## config.mk

```make
export PLATFORM = sky130hd
export DESIGN_NAME = stream_result_mux
export DESIGN_NICKNAME = d
export VERILOG_FILES = /design/src/rtl/stream_result_mux.sv
export SDC_FILE = /design/constraint.sdc
export NUM_CORES = 1
export LEC_CHECK = 0
export CAP_MARGIN = 20
export CORE_AREA = 2 2 77 152
export DETAILED_ROUTE_END_ITERATION = 10
export DIE_AREA = 0 0 79 154
export SYNTH_ARGS = -nofsm -noshare
export SYNTH_HDL_FRONTEND = slang
export SYNTH_SLANG_ARGS = --single-unit
```

## constraint.sdc

```tcl
create_clock -name clk -period 2.8 [get_ports clk]
set_input_delay 0.56 -clock clk [delete_from_list [all_inputs] [get_ports clk]]
set_output_delay 0.56 -clock clk [all_outputs]
set_load 0.03 [all_outputs]
```

## src/rtl/stream_result_mux.sv

```systemverilog
// -----------------------------------------------------------------------------
// stream_result_mux
//
// N-channel result selector between the ALU operation units and the
// result/writeback stage. The output stage is fully registered and uses a
// valid/ready handshake on both sides.
//
// Modes (sampled on accept only):
//   single (in_mode=0) : one output beat carrying channel in_sel, marked last.
//   scan   (in_mode=1) : the input word is snapshotted and all N channels are
//                        emitted in rotating order starting at in_sel. Only
//                        the N-th beat is marked last.
//
// Parameters:
//   WIDTH  bit width of each channel and of out_data (>=1)
//   SEL_W  select width; channel count N = 2**SEL_W (>=2 channels)
//
// Ports:
//   clk        rising-edge clock
//   rst_n      asynchronous active-low reset
//   in_valid   upstream beat present
//   in_ready   block can accept a beat this cycle (combinational)
//   in_data    packed channels, channel k = in_data[k*WIDTH +: WIDTH]
//   in_sel     channel select (single) or start channel (scan)
//   in_mode    0 = single, 1 = scan
//   out_valid  out_* hold a beat
//   out_ready  downstream accepts the beat
//   out_data   selected channel value
//   out_ch     channel index of out_data
//   out_zero   out_data == 0
//   out_last   final beat of the current transaction
// -----------------------------------------------------------------------------
module stream_result_mux #(
    parameter int WIDTH = 4,
    parameter int SEL_W = 3
) (
    input  logic                          clk,
    input  logic                          rst_n,
    input  logic                          in_valid,
    output logic                          in_ready,
    input  logic [(1 << SEL_W)*WIDTH-1:0] in_data,
    input  logic [SEL_W-1:0]              in_sel,
    input  logic                          in_mode,
    output logic                          out_valid,
    input  logic                          out_ready,
    output logic [WIDTH-1:0]              out_data,
    output logic [SEL_W-1:0]              out_ch,
    output logic                          out_zero,
    output logic                          out_last
);

    localparam int N = 1 << SEL_W;

    // FSM encoding
    localparam logic [0:0] IDLE = 1'b0;
    localparam logic [0:0] SCAN = 1'b1;

    // Counter value of the final scan beat (N-1 is all ones in SEL_W bits)
    localparam logic [SEL_W-1:0] CNT_LAST = {SEL_W{1'b1}};
    localparam logic [SEL_W-1:0] CNT_ONE  = SEL_W'(1'b1);

    // -------------------------------------------------------------------------
    // Helper functions
    // -------------------------------------------------------------------------

    // Extract channel idx from a packed N-channel word.
    function automatic logic [WIDTH-1:0] pick_channel(
        input logic [N*WIDTH-1:0] data,
        input logic [SEL_W-1:0]   idx
    );
        pick_channel = data[int'(idx)*WIDTH +: WIDTH];
    endfunction

    // Zero flag for a channel value.
    function automatic logic is_zero(input logic [WIDTH-1:0] value);
        is_zero = (value == {WIDTH{1'b0}});
    endfunction

    // -------------------------------------------------------------------------
    // State and output registers
    // -------------------------------------------------------------------------
    logic [0:0]         state_r;
    logic [N*WIDTH-1:0] snap_r;
    logic [SEL_W-1:0]   start_r;
    logic [SEL_W-1:0]   cnt_r;
    logic               out_valid_r;
    logic [WIDTH-1:0]   out_data_r;
    logic [SEL_W-1:0]   out_ch_r;
    logic               out_zero_r;
    logic               out_last_r;

    // Next-state values
    logic [0:0]         state_s;
    logic [N*WIDTH-1:0] snap_s;
    logic [SEL_W-1:0]   start_s;
    logic [SEL_W-1:0]   cnt_s;
    logic               valid_s;
    logic [WIDTH-1:0]   data_s;
    logic [SEL_W-1:0]   ch_s;
    logic               zero_s;
    logic               last_s;

    // Handshake qualifiers
    logic               in_ready_s;
    logic               accept_s;
    logic               xfer_s;
    logic [SEL_W-1:0]   scan_ch_s;

    // Upstream may only enter while idle and the output slot is free or
    // draining this cycle; this keeps full-rate single beats possible.
    always_comb begin
        in_ready_s = (state_r == IDLE) && (!out_valid_r || out_ready);
        accept_s   = in_valid && in_ready_s;
        xfer_s     = out_valid_r && out_ready;
        // Natural SEL_W-bit wrap gives the modulo-N rotation.
        scan_ch_s  = start_r + cnt_r;
    end

    // Next-state and next-output computation for the IDLE/SCAN controller.
    always_comb begin
        state_s = state_r;
        snap_s  = snap_r;
        start_s = start_r;
        cnt_s   = cnt_r;
        valid_s = out_valid_r;
        data_s  = out_data_r;
        ch_s    = out_ch_r;
        last_s  = out_last_r;

        case (state_r)
            IDLE: begin
                if (accept_s) begin
                    valid_s = 1'b1;
                    data_s  = pick_channel(in_data, in_sel);
                    ch_s    = in_sel;
                    if (in_mode) begin
                        // First scan beat goes out now; the rest come from
                        // the snapshot so upstream changes cannot leak in.
                        last_s  = 1'b0;
                        snap_s  = in_data;
                        start_s = in_sel;
                        cnt_s   = CNT_ONE;
                        state_s = SCAN;
                    end else begin
                        last_s  = 1'b1;
                    end
                end else if (xfer_s) begin
                    valid_s = 1'b0;
                end else begin
                    valid_s = out_valid_r;
                end
            end

            SCAN: begin
                if (xfer_s) begin
                    valid_s = 1'b1;
                    data_s  = pick_channel(snap_r, scan_ch_s);
                    ch_s    = scan_ch_s;
                    cnt_s   = cnt_r + CNT_ONE;
                    if (cnt_r == CNT_LAST) begin
                        last_s  = 1'b1;
                        state_s = IDLE;
                    end else begin
                        last_s  = 1'b0;
                    end
                end else begin
                    state_s = SCAN;
                end
            end

            default: begin
                // Unreachable encoding: recover to a quiet idle state.
                state_s = IDLE;
                valid_s = 1'b0;
                cnt_s   = {SEL_W{1'b0}};
            end
        endcase

        // Flag tracks the data register exactly, including while holding.
        zero_s = is_zero(data_s);
    end

    // Controller, snapshot and registered output stage.
    always_ff @(posedge clk or negedge rst_n) begin
        if (!rst_n) begin
            state_r     <= IDLE;
            snap_r      <= {(N*WIDTH){1'b0}};
            start_r     <= {SEL_W{1'b0}};
            cnt_r       <= {SEL_W{1'b0}};
            out_valid_r <= 1'b0;
            out_data_r  <= {WIDTH{1'b0}};
            out_ch_r    <= {SEL_W{1'b0}};
            out_zero_r  <= 1'b0;
            out_last_r  <= 1'b0;
        end else begin
            state_r     <= state_s;
            snap_r      <= snap_s;
            start_r     <= start_s;
            cnt_r       <= cnt_s;
            out_valid_r <= valid_s;
            out_data_r  <= data_s;
            out_ch_r    <= ch_s;
            out_zero_r  <= zero_s;
            out_last_r  <= last_s;
        end
    end

    assign in_ready  = in_ready_s;
    assign out_valid = out_valid_r;
    assign out_data  = out_data_r;
    assign out_ch    = out_ch_r;
    assign out_zero  = out_zero_r;
    assign out_last  = out_last_r;

endmodule

```

==> flow_metrics.tcl, run 1 <==
set metrics [dict create \
    synth_xor_area_share_pct 0.9068 \
    worst_pin_slew_ns 0.8439 \
    max_freq_ghz 0.3813 \
    totalWireLength_um 5738 \
    place_inst 357 \
    fin_skew_ns 0.006345 \
    powerDensity_nw_per_um2 456.1 \
    drc 0 \
    gp_congestion 0.7251 \
    yosysTopAreaCell "dfrtp_1" \
    antenna_found_initial 0 \
    hp-class "primary input to asynchronous set/reset pin" \
    setup_tns_ns 0 \
    tritoncts "built" \
    ant_nets 0 \
    clock_latency_ns 0.30 \
    r2r_slack_ns 0.19 \
    syn_nets 216 \
    hold_slack_ns 0.2608 \
    synth_cells 172 \
    cts_root_buf "clkbuf_16" \
    slew_viol_final 0 \
    n_fill_cell 1133 \
    finalCriticalPeriod_ns 2.623 \
    synth_top_family_by_area "multiplexers" \
    clock-sinks 49 \
    rsz0062_at_grt "no" \
    core_area_sq_um 10950 \
    cts_buffers 5 \
    num_rows 54 \
    initial_utilization_pct 22.69 \
    setup.worst_path.end_class "output port" \
    drive_gt1_share_pct 28.44 \
    synth_area_leaders "dfrtp_1 49%, mux2_2 15%, mux4_2 10%" \
    critPathArrivalTime_ns 2.06 \
    worst_slack_ns 0.1773 \
    routed_via_density 4.455 \
    path_max_fanout 5 \
    synth_compound_area_share_pct 4.030 \
    dieArea_sq_um 12170 \
    slew_headroom_pct 43.50 \
    vias 1626 \
    crit_required_ns 2.24 \
    die_width_um 79 \
    setup_violations 0 \
    synthAdderAreaFrac_pct 2.317 \
    pre_cts_slack_ns 0.1553 \
    drv_cap 0 \
    synth.distinct_cells 31 \
    grt_pass1_vias 1853 \
    hold_viol 0 \
    drt_iter0_drc 35 \
    ys_seq_elements 49 \
    layout.nets 268 \
    start_kind "primary input" \
    synth_area_sq_um 2484 \
    hpwl_um 4607 \
    antenna_cells 0 \
    dr.pass1.iters 4 \
    grtUsageTotal_pct 10.33 \
    syn_area_per_cell_sq_um 14.44 \
    wl_per_cell_um 15.72 \
    area_growth_pct 34.21 \
    yosysWarnings 0 \
    portBuffers 50 \
    path_class "primary input to output port" \
    ys_seq_area_share_pct 49.37 \
    synthMuxAreaShare_pct 35.37 \
    finalNonFillerCells 365 \
    clock_path_buffers 2 \
    synthSimpleGateAreaFrac_pct 4.937 \
    status "finished, final reports clean" \
    holdBufCountCts 0 \
    fin_crit_sh_pct 93.67 \
    synth_top_area_share_pct 49.37 \
    ioPinCount 51 \
    cts_resized 0 \
    grt_overflow 0 \
    ir_drop_uv 266.1 \
    fin_util_pct 30.45 \
    grt_max_degree 40 \
    path_clk_slew_ns 0.07 \
    p_leak_nw 1.567 \
    cts_setup_buffers 0 \
    htreeDepth 2 \
    die_y_um 154 \
    grt_pass1_wl_um 9577 \
]
[layer usage]
layer / routed length (um) / GRT usage (%) / part of all wire, %
met5: 0 / 0 / 0
met4: 209 / 5.993 / 3.6
met3: 244 / 2.113 / 4.3
met2: 3184 / 18.68 / 55
met1: 2100 / 10.70 / 37
[sequential cells by signal, summed over array words and instances, names as in the netlist]
register   flops
cnt_r          3
out_ch         3
out_data       4
out_last       1
out_valid      1
out_zero       1
snap_r        32
start_r        3
state_r        1
[stage by stage]
stage	power, W	area, sq um
after floorplan	0.0007554	2484
after global placement	0.0008446	3162
after detailed placement	0.0008463	3162
after CTS	0.001538	3333
after global routing	0.001564	3333
final	0.001520	3333
[power by group]
| group | switching [W] | internal, W |
|---|---|---|
| Sequential | 0 | 0.000708 |
| Combinational | 0.0000482 | 0.0000738 |
| Clock | 0.000268 | 0.000423 |
[cell families after synthesis]
group | after synthesis
multiplexers | 61
flip-flops | 49
AND/OR/NAND/NOR | 25
buffers and inverters | 17
AO/OA/AOI/OAI | 15
adder cells (fa/ha/maj) | 4
XOR/XNOR | 1
[critical path, cell delays in order]
cell	delay, ns
clkdlybuf4s50_1	0.51
nand2b_1	0.20
and2_1	0.14
clkdlybuf4s50_1	0.66
[cell usage after synthesis, drive strengths merged]
cell    instances
ha              3
buf             6
nand4           1
nor2            3
mux2i           6
clkbuf          6
dfrtp          49
inv             5
nand3           4
nor4            1
a221oi          1
o211ai          1
mux2           39
xnor3           1
a22oi           4
fa              1
mux4           16
a21oi           1
and3            2
and2            1
o21ai           8
nand2b          2
nand2          11
[cell type report]
type	instances	area (sq um)	area share [%]
flip-flops and latches	49	1226	36.79
well taps	140	175.2	5.255
clock inverters	3	46.29	1.389
clock buffers	5	125.1	3.754
multi-input cells	106	1181	35.44
inverters	5	18.77	0.5631
repair buffers	57	560.5	16.82
[final timing paths]
kind / cells past startpoint / to / from
max: 4 / in_ready / out_ready
min: 1 / snap_r[23]$_DFFE_PN0P_ / rst_n
max reg2reg: 8 / out_zero$_DFF_PN0_ / cnt_r[0]$_DFFE_PN0P_
min reg2reg: 2 / out_ch[1]$_DFFE_PN0P_ / out_ch[1]$_DFFE_PN0P_
max in group asynchronous: 2 / out_ch[2]$_DFFE_PN0P_ / rst_n
min in group clk: 2 / out_ch[1]$_DFFE_PN0P_ / out_ch[1]$_DFFE_PN0P_
[layout by cell type, fill, tap and decap left out, drive strengths merged]
cell type / count
and2: 1
nand4: 1
buf: 8
nor4: 1
nand2b: 2
inv: 5
clkbuf: 5
bufinv: 1
a221oi: 1
fa: 1
mux2i: 6
clkinv: 1
ha: 3
clkdlybuf4s50: 49
a22oi: 4
a21oi: 1
nand2: 11
nand3: 4
and3: 2
nor2: 3
o211ai: 1
o21ai: 8
mux4: 16
clkinvlp: 1
mux2: 39
dfrtp: 49
xnor3: 1
Power figures use the tool's default switching activity.
==> run 2: changes to the inputs <==
--- a/config.mk
+++ b/config.mk
@@ -7,6 +7,7 @@
 export LEC_CHECK = 0
 export CAP_MARGIN = 20
 export CORE_AREA = 2 2 77 152
+export CTS_BUF_LIST = sky130_fd_sc_hd__clkbuf_8
 export DETAILED_ROUTE_END_ITERATION = 10
 export DIE_AREA = 0 0 79 154
 export SYNTH_ARGS = -nofsm -noshare
==> flow_metrics.tcl, run 2 (synthesis gave the netlist of run 1 again) <==
set metrics [dict create \
    layout.nets 268 \
    routed_via_density 4.403 \
    setup.worst_path.end_class "output port" \
    top_register "snap_r" \
    tritoncts "built" \
    cts_setup_buffers 0 \
    totalWireLength_um 5718 \
    path_class "primary input to output port" \
    critPathArrivalTime_ns 2.06 \
    drt_iter0_drc 37 \
    start_kind "primary input" \
    setup_tns_ns 0 \
    n_fill_cell 1140 \
    hp-class "primary input to asynchronous set/reset pin" \
    htreeDepth 2 \
    clock_latency_ns 0.31 \
    drv_cap 0 \
    grt_max_degree 40 \
    drive_gt1_share_pct 28.44 \
    cts_resized 0 \
    p_leak_nw 1.541 \
    cts_buffers 5 \
    hpwl_um 4607 \
    path_clk_slew_ns 0.10 \
    antenna_cells 0 \
    largest_register_ffs 32 \
    combinationalPowerShare_pct 9.1 \
    r2r-end "out_zero$_DFF_PN0_" \
    drc 0 \
    portBuffers 50 \
    max_freq_ghz 0.3812 \
    vias 1607 \
    powerDensity_nw_per_um2 408.6 \
    clock_power_share_pct 38.1 \
    num_rows 54 \
    dieArea_sq_um 12170 \
    wl_per_cell_um 15.67 \
    grt_overflow 0 \
    fin_crit_sh_pct 93.69 \
    crit_required_ns 2.24 \
    die_y_um 154 \
    die_width_um 79 \
    finalCriticalPeriod_ns 2.623 \
    seqPwrFrac_pct 52.8 \
    grt_pass1_vias 1855 \
    final_cell_mix "49 x dfrtp_1, 49 x clkdlybuf4s50_1, 33 x mux2_2" \
    rsz0062_at_grt "no" \
    dr.pass1.iters 4 \
    grt_pass1_wl_um 9549 \
    clock-sinks 49 \
    antenna_found_initial 0 \
    clock_path_buffers 2 \
    grtUsageTotal_pct 10.26 \
    ioPinCount 51 \
    r2r_slack_ns 0.18 \
    gp_congestion 0.7251 \
    area_growth_pct 31.94 \
    cts_root_buf "clkbuf_8" \
    initial_utilization_pct 22.69 \
    setup_violations 0 \
    r2r_start "cnt_r[0]$_DFFE_PN0P_" \
    slew_viol_final 0 \
    status "finished, final reports clean" \
    hold_viol 0 \
    slew_headroom_pct 42.28 \
    internal_power_w 0.001048 \
    ant_nets 0 \
    r2r_cells 8 \
    core_area_sq_um 10950 \
    p_sw_w 0.0002908 \
    path_max_fanout 5 \
    switching_share_pct 21.72 \
    hold_slack_ns 0.2402 \
    holdBufCountCts 0 \
    ir_drop_uv 227.2 \
    worst_pin_slew_ns 0.8621 \
    fin_skew_ns 0.01017 \
]
==> run 2: per-layer routing <==
metal | share of wire [%] | wire length [um] | global-route usage [%]
met1 | 37 | 2107 | 10.78
met2 | 55 | 3150 | 18.56
met5 | 0 | 0 | 0
met3 | 4.4 | 251 | 1.937
met4 | 3.6 | 208 | 5.829
==> run 2: per-stage QoR <==
step	cells	total power, W	util (%)	cell area (sq um)	setup WS, ns
after detailed placement	357	0.0008463	28.89	3162	0.1553
after floorplan	172	0.0007554	-	2484	0.3165
after global placement	357	0.0008446	28.89	3162	0.2033
final	365	0.001339	29.94	3277	0.1768
after global routing	365	0.001390	29.94	3277	0.04177
after CTS	365	0.001361	29.94	3277	0.1177
==> run 2: power groups by stage <==
stage | Sequential, W | Combinational, W | Clock, W
floorplan | 0.000721 | 0.0000341 | 0
global placement | 0.000721 | 0.000124 | 0
detailed placement | 0.000721 | 0.000125 | 0
CTS | 0.000707 | 0.000126 | 0.000528
global route | 0.000707 | 0.000132 | 0.000551
finish | 0.000707 | 0.000122 | 0.000510
==> run 2: worst max path at each step <==
| stage | slack, ns | depth (start not counted) | start | endpoint |
|---|---|---|---|---|
| after global routing | 0.04 | 8 | cnt_r[0]$_DFFE_PN0P_ | out_zero$_DFF_PN0_ |
| final | 0.18 | 4 | out_ready | in_ready |
| after floorplan | 0.32 | 9 | cnt_r[0]$_DFFE_PN0P_ | out_zero$_DFF_PN0_ |
| after CTS | 0.12 | 8 | cnt_r[0]$_DFFE_PN0P_ | out_zero$_DFF_PN0_ |
| after detailed placement | 0.16 | 6 | in_sel[1] | out_zero$_DFF_PN0_ |
| after global placement | 0.20 | 4 | out_ready | in_ready |
==> run 2: layout make-up <==
class | count | area, sq um | share of cell area [%]
Inverter | 5 | 18.77 | 0.5727
Sequential cell | 49 | 1226 | 37.42
Timing Repair Buffer | 57 | 560.5 | 17.11
Clock inverter | 3 | 46.29 | 1.413
Multi-Input combinational cell | 106 | 1181 | 36.04
Tap cell | 140 | 175.2 | 5.346
Clock buffer | 5 | 68.82 | 2.100
==> run 2: worst max-delay path: stages <==
cell	delay [ns]
clkdlybuf4s50_1	0.51
nand2b_1	0.20
and2_1	0.14
clkdlybuf4s50_1	0.66
